## src/rtl/cam_xclk_pkg.sv

```systemverilog
// Shared state encoding and default timing constants for the OV7670 power-up sequencer.
package cam_xclk_pkg;

  typedef enum logic [2:0] {
    ST_OFF,
    ST_PWDN_HOLD,
    ST_RST_HOLD,
    ST_SETTLE,
    ST_RDY
  } cam_state_e;

  localparam int DEF_HALF   = 20;
  localparam int PWDN_CYC   = 1000;
  localparam int RST_CYC    = 1000;
  localparam int SETTLE_CYC = 5000;

  function automatic logic is_busy(input cam_state_e s);
    return (s == ST_PWDN_HOLD) || (s == ST_RST_HOLD) || (s == ST_SETTLE);
  endfunction

endpackage

```

## src/rtl/cam_xclk_seq_div_core.sv

```systemverilog
// Programmable even XCLK divider: immediate reload, or a pending reload applied on the
// next high->low toggle so no runt pulse is produced.
module xclk_div_core #(
  parameter int DIV_W    = 6,
  parameter int DEF_HALF = 20
) (
  input  logic             clk,
  input  logic             rst_n,
  input  logic             clr,
  input  logic             load,
  input  logic             apply_now,
  input  logic [DIV_W-1:0] half_in,
  output logic             xclk
);

  logic [DIV_W-1:0] half_reg;
  logic [DIV_W-1:0] pend_reg;
  logic [DIV_W-1:0] count_reg;
  logic             pend_vld_reg;
  logic             xclk_reg;
  logic [DIV_W-1:0] half_clamped;
  logic             wrap;
  logic             run;

  assign half_clamped = (half_in == '0) ? DIV_W'(1) : half_in;
  assign wrap         = (count_reg == half_reg - 1'b1);
  assign run          = !clr && !apply_now;
  assign xclk         = xclk_reg;

  always_ff @(posedge clk or negedge rst_n) begin
    if (!rst_n) begin
      half_reg     <= DIV_W'(DEF_HALF);
      pend_reg     <= '0;
      pend_vld_reg <= 1'b0;
      count_reg    <= '0;
      xclk_reg     <= 1'b0;
    end else begin
      if (!run || wrap) count_reg <= '0;
      else              count_reg <= count_reg + 1'b1;

      if (clr)              xclk_reg <= 1'b0;
      else if (run && wrap) xclk_reg <= ~xclk_reg;

      // Pending value lands on the falling toggle; a load in the same cycle stays pending.
      if (run && wrap && xclk_reg && pend_vld_reg) begin
        half_reg     <= pend_reg;
        pend_vld_reg <= 1'b0;
      end

      if (apply_now) begin
        half_reg     <= half_clamped;
        pend_vld_reg <= 1'b0;
      end else if (load) begin
        pend_reg     <= half_clamped;
        pend_vld_reg <= 1'b1;
      end
    end
  end

endmodule

```

## src/rtl/cam_xclk_seq.sv

```systemverilog
// OV7670 power-up sequencer and XCLK controller (OFF -> PWDN hold -> reset hold -> settle -> ready).
// Build option XCLK_IDLE_GATE_EN: hold XCLK low and the divider cleared while OFF.
module cam_xclk_seq #(
  parameter int DIV_W      = 6,
  parameter int DEF_HALF   = cam_xclk_pkg::DEF_HALF,
  parameter int PWDN_CYC   = cam_xclk_pkg::PWDN_CYC,
  parameter int RST_CYC    = cam_xclk_pkg::RST_CYC,
  parameter int SETTLE_CYC = cam_xclk_pkg::SETTLE_CYC,
  parameter int CNT_W      = 16
) (
  input  logic             CLK_IN,
  input  logic             RST_N,
  input  logic             START,
  input  logic             STOP,
  input  logic             DIV_LOAD,
  input  logic [DIV_W-1:0] DIV_HALF_IN,
  output logic             CLK_XCLK,
  output logic             CAM_PWDN,
  output logic             CAM_RST_N,
  output logic             BUSY,
  output logic             READY
);
  import cam_xclk_pkg::*;

  localparam logic [CNT_W-1:0] PWDN_LAST   = CNT_W'(PWDN_CYC - 1);
  localparam logic [CNT_W-1:0] RST_LAST    = CNT_W'(RST_CYC - 1);
  localparam logic [CNT_W-1:0] SETTLE_LAST = CNT_W'(SETTLE_CYC - 1);

  cam_state_e       state_reg, state_next;
  logic [CNT_W-1:0] timer_reg, timer_next;
  logic             pwdn_reg, pwdn_next;
  logic             cam_rst_n_reg, cam_rst_n_next;
  logic             busy_reg, busy_next;
  logic             ready_reg, ready_next;
  logic             div_clr, div_load_pend, div_apply_now;

  always_comb begin
    state_next     = state_reg;
    timer_next     = timer_reg + 1'b1;
    pwdn_next      = 1'b1;
    cam_rst_n_next = 1'b0;
    busy_next      = is_busy(state_reg);
    ready_next     = 1'b0;

    unique case (state_reg)
      ST_OFF:       if (START)                    state_next = ST_PWDN_HOLD;
      ST_PWDN_HOLD: if (timer_reg == PWDN_LAST)   state_next = ST_RST_HOLD;
      ST_RST_HOLD:  if (timer_reg == RST_LAST)    state_next = ST_SETTLE;
      ST_SETTLE:    if (timer_reg == SETTLE_LAST) state_next = ST_RDY;
      ST_RDY:       state_next = ST_RDY;
      default:      state_next = ST_OFF;
    endcase
    if (STOP) state_next = ST_OFF;
    if (state_next != state_reg) timer_next = '0;

    // Pins follow the current state one edge later, hence decode of state_reg.
    case (state_reg)
      ST_RST_HOLD: pwdn_next = 1'b0;
      ST_SETTLE: begin
        pwdn_next      = 1'b0;
        cam_rst_n_next = 1'b1;
      end
      ST_RDY: begin
        pwdn_next      = 1'b0;
        cam_rst_n_next = 1'b1;
        ready_next     = 1'b1;
      end
      default: ;
    endcase
  end

  always_ff @(posedge CLK_IN or negedge RST_N) begin
    if (!RST_N) begin
      state_reg     <= ST_OFF;
      timer_reg     <= '0;
      pwdn_reg      <= 1'b1;
      cam_rst_n_reg <= 1'b0;
      busy_reg      <= 1'b0;
      ready_reg     <= 1'b0;
    end else begin
      state_reg     <= state_next;
      timer_reg     <= timer_next;
      pwdn_reg      <= pwdn_next;
      cam_rst_n_reg <= cam_rst_n_next;
      busy_reg      <= busy_next;
      ready_reg     <= ready_next;
    end
  end

  assign div_apply_now = DIV_LOAD && ((state_reg == ST_OFF) || STOP);
  assign div_load_pend = DIV_LOAD && (state_reg == ST_RDY) && !STOP;

`ifdef XCLK_IDLE_GATE_EN
  assign div_clr = (state_reg == ST_OFF) || STOP;
`else
  assign div_clr = 1'b0;
`endif

  xclk_div_core #(
    .DIV_W    (DIV_W),
    .DEF_HALF (DEF_HALF)
  ) u_div (
    .clk       (CLK_IN),
    .rst_n     (RST_N),
    .clr       (div_clr),
    .load      (div_load_pend),
    .apply_now (div_apply_now),
    .half_in   (DIV_HALF_IN),
    .xclk      (CLK_XCLK)
  );

  assign CAM_PWDN  = pwdn_reg;
  assign CAM_RST_N = cam_rst_n_reg;
  assign BUSY      = busy_reg;
  assign READY     = ready_reg;

endmodule

```

## config.mk

```make
export PLATFORM = sky130hd
export DESIGN_NAME = cam_xclk_seq
export DESIGN_NICKNAME = d
export VERILOG_FILES = /design/src/rtl/cam_xclk_pkg.sv /design/src/rtl/cam_xclk_seq_div_core.sv /design/src/rtl/cam_xclk_seq.sv
export SDC_FILE = /design/constraint.sdc
export NUM_CORES = 1
export LEC_CHECK = 0
export CORE_ASPECT_RATIO = 1.5
export CORE_MARGIN = 2
export CORE_UTILIZATION = 46
export DETAILED_ROUTE_END_ITERATION = 10
export MAX_ROUTING_LAYER = met4
export PLACE_DENSITY_LB_ADDON = 0.12
export REMOVE_ABC_BUFFERS = 1
export SLEW_MARGIN = 20
export SYNTH_ARGS = -nofsm -noshare
export SYNTH_HDL_FRONTEND = slang
export SYNTH_HIERARCHICAL = 1
export SYNTH_SLANG_ARGS = --single-unit
```

## constraint.sdc

```tcl
create_clock -name CLK_IN -period 5.16 [get_ports CLK_IN]
set_clock_uncertainty 0.15 [all_clocks]
set_input_delay 1.548 -clock CLK_IN [delete_from_list [all_inputs] [get_ports CLK_IN]]
set_output_delay 1.548 -clock CLK_IN [all_outputs]
set_load 0.01 [all_outputs]
```

== After elaboration in Yosys (flattened, before gate mapping) ==
Cells that the tools add are included.
Operators by class
  add/subtract/negate cells: 3
  $mul: 0
  divide/modulo/power cells: 0
  $lt $le $gt $ge: 0
  equal/unequal tests: 8
  shift operators: 0
  muxes and demuxes: 17
  bitwise gates (word level): 2
  reductions and logical operators: 19
Operator list (count)
  $mux W6: 4
  $add A16 B1 Y16 const B: 1
  $eq A16 B10 Y1 const B: 1
  $eq A16 B13 Y1 const B: 1
  $mux W16: 1
  $mux W3: 5
  $pmux W3 S5: 1
  $add A6 B1 Y6 const B: 1
  $eq A3 B2 Y1 const B: 2
  $eq A6 B6 Y1: 1
  $logic_and A1 B1 Y1: 6
  $logic_not A6 Y1: 1
  $mux W1: 6
  $sub A6 B1 Y6 const B: 1
  $logic_or A1 B1 Y1: 4
  $eq A3 B1 Y1 const B: 1
  $eq A3 B3 Y1 const B: 1
  $logic_not A3 Y1: 1
  $ne A3 B3 Y1: 1
  $reduce_bool A3 Y1: 1
  $reduce_or A3 Y1: 1
  $logic_not A1 Y1: 2
  $not A1 Y1: 2
  $reduce_and A2 Y1: 1
  2 further kinds: 2
Word-level totals
  register bits: 43
  latch bits: 0
  memory bits (writable): 0
  ROM bits: 0
  bits of input ports: 11
  logic and storage cells: 60
  memories: 0

== Logic depth before layout (Yosys ltp) ==
  depth after elaboration: 10
  gate-level depth with buffers: 8
  mapped depth without buffers: 7

== Cells and area by module ==
The synthesis kept the hierarchy.
By module, submodules not included
  cam_xclk_seq: instances 1, cells an instance 125, area an instance 1204.9 sq um, sequential area each 576.8 sq um
  xclk_div_core: instances 1, cells an instance 108, area an instance 1111.1 sq um, sequential area each 503.0 sq um

== Least setup slack after synthesis ==
No wires, ideal clock.
  path kind: in2reg
  start point: input STOP
  end point: register u_div.pend_reg[1]
  setup time: 0.125 ns
  arrival time: 2.616 ns
  data required time: 4.885 ns
  slack: 2.269 ns
  stages on the path: 5
  path through: buf_1 -> o21a_1 -> nand2b_1 -> clkbuf_1 -> mux2_2
On the way
  longest elaborated chain between the ends: 4
  elaborated cells between the ends (all ways): 6
  those cells by class: bitwise (1); reduce/logical (5)
Ends and longest elaborated chain
  start: declaration: RTL line cam_xclk_seq.sv:14  | input logic STOP,
  $logic_or A1 B1 Y1: RTL line cam_xclk_seq.sv:90  | assign div_apply_now = DIV_LOAD && ((state_reg == ST_OFF) || STOP);
  $logic_and A1 B1 Y1: RTL line cam_xclk_seq.sv:90
  via div_apply_now: RTL line cam_xclk_seq.sv:35  | logic div_clr, div_load_pend, div_apply_now;
  $not A1 Y1 (no source line)
  $reduce_and A2 Y1 (no source line)
  end signal: assignment: RTL line cam_xclk_seq_div_core.sv:54  | pend_reg <= half_clamped;
  end: declaration: RTL line cam_xclk_seq_div_core.sv:17  | logic [DIV_W-1:0] pend_reg;
The timed path passes the listed nets, and every way through them passes these cells.
A chain may end at the register's enable or synchronous reset.

== Worst setup path after layout ==
  start point: input STOP
  end point: register u_div.pend_reg[2]
Same word-level chain as after synthesis.

==> results.tsv <==
metric	value	unit
firstDrtPassIters	4	
fin_crit_sh	0.6308	
synth_flop_cell	dfrtp_1	
vdd_drop_max	0.1984	mV
worst_path_dominant_cell_family	buffers and inverters	
die_h	90.91	um
syn_avg_cell_area	9.940	sq um
place_ws	1610	ps
fin_nets	267	
coreArea	4848	sq um
largest_reg_flops	16	
hold_class	reg2reg	
synth_edf_count	0	
cp_max_fo	12	
antenna_left	0	
gp_congestion	0.7602	
layout-drive-gt1-share	0.1260	
synth_top_area_share	0.4322	
clock_sinks	43	
cp-start-kind	input port	
rsz0062_at_grt	no	
grt_pass1_vias	1620	
port_buffers	15	
wl_per_cell	13.56	um
min_period	3255	ps
clock_latency	300	ps
fmax	307.2	MHz
num_io_pins	16	
async_reset_ff_frac	1.000	
avgViaCountPerCell	5.259	
cts-resized-gates	0	
grt.total_usage	0.1764	
area_growth	15.24	%
rows	31	
grt-ovfl-total	0	
yosys.area.top_type	dfrtp_1	
fin_ws	1905	ps
grt_max_degree	44	
clkSlewWorstSetupHoldPaths	70	ps
ys_top_cells_by_area	dfrtp_1 43%, nor2_1 6.8%, xnor2_1 4.9%	
antennaDiodeCount	0	
synthDistinctLibCells	51	
arrival	3280	ps
syn_area	2316	sq um
yosysSeqAreaShare	0.4662	
path_class	in2reg	
fillers	461	
drt_iter0_drc	84	
hold_viol_final	0	
max_stage_delay	630	ps
path_cells	clkdlybuf4s50_1 -> o21a_1 -> nand2b_1 -> mux2_2	
ys_ff_latch	43	
tightest_slew	680.1	ps
vias	1683	
crit_path_end_kind	flip-flop	
cts_tree	built	
dieArea	5630	sq um
final_common_cell	nor2_1	
status	completed	
drc_errors	0	
wirelength	4.339	mm
final_cell_mix	42 x nor2_1, 40 x dfrtp_1, 15 x nand2_1, 14 x clkdlybuf4s50_1, 13 x xnor2_1	
finalSetupViolCount	0	
slew_headroom	0.5424	
cp_slowest_cell	clkdlybuf4s50_1	
post_cts_buffers	0	
antenna_found_initial	0	
die_x	61.94	um
dp_hpwl	3.164	mm
fin_setup_tns	0	ps
worstPathRequired	5180	ps
grt_pass1_wl	7.189	mm
numCtsBuffers	5	
clock_path_buffers	2	
start_util	0.4777	
ys.warnings.count	6	
drv_cap	0	
cts_hold_buffers	0	
fin_util	0.5505	
crit_buf_inv	1	
power_density	301.8	nW/um^2
layout.area.seq	1080	sq um
multi_input_area	1175	sq um
cts_root_buffer	clkbuf_8	
slew_violations	0	
power_leakage	1.166	nW
synth_cells	233	
cts_max_level	2	
[power breakdown]
part	internal, mW	switching, mW
registers	0.361	0.0256
logic	0.0519	0.0595
clock network	0.193	0.114
[cell families after synthesis]
group | synth area share
other | 0.001619
AND/OR/NAND/NOR | 0.2323
buffers and inverters | 0.03295
flip-flops | 0.4662
adder cells (fa/ha/maj) | 0.01621
multiplexers | 0.03511
AO/OA/AOI/OAI | 0.1248
XOR/XNOR | 0.09076
[cell type report]
cell class	count	area share
Clock buffer	6	0.02719
Clock inverter	2	0.02250
Inverter	9	0.01266
Multi-Input combinational cell	178	0.4402
Sequential cell	43	0.4046
Tap cell	66	0.03094
Timing Repair Buffer	16	0.06188
[metrics by stage]
stage / instance area, sq um / std cells / hold slack, ps / power (mW)
floorplan: 2288 / 230 / 298.9 / 0.4646
global placement: 2516 / 311 / 320.4 / 0.5029
CTS: 2649 / 319 / 351.6 / 0.8120
finish: 2669 / 320 / 340.7 / 0.8054
detailed placement: 2516 / 311 / 332.8 / 0.5043
global route: 2669 / 320 / 372.6 / 0.8526
[path summary, 6_finish.rpt]
path,start,to,slack [ps],cells after the start
min,timer_reg[0],timer_reg[0],340,1
min reg2reg,timer_reg[0],timer_reg[0],340,1
min in group asynchronous,RST_N,u_div/count_reg[0],1010,1
max,STOP,u_div/pend_reg[2],1910,4
max in group asynchronous,RST_N,u_div/half_reg[2],3310,2
max reg2reg,u_div/half_reg[0],u_div/xclk,2650,5
[synth_stat cells, types with 2 or more instances]
cell,number
o21a_1,2
xor2_1,11
nor3_1,5
buf_6,2
and3b_1,2
a41oi_1,4
dfrtp_1,40
nand2b_1,2
and4bb_2,2
nand4_1,4
dfstp_2,3
nor2b_1,8
or3_1,2
and3_1,3
nand2_1,15
o21ai_0,10
a21oi_1,4
clkbuf_1,3
xnor2_1,13
nor3b_1,2
nor2_1,42
nand3_1,8
mux2_2,5
a31oi_1,4
inv_1,9
ha_1,3
[layer usage]
layer / vias to the layer above / track usage / share of wire
li1: 842 / - / -
met1: 815 / 0.1873 / 0.41
met2: 19 / 0.3035 / 0.55
met3: 7 / 0.04585 / 0.025
met4: 0 / 0.06028 / 0.015
met5: - / - / 0
(Power assumes the default switching activity.)
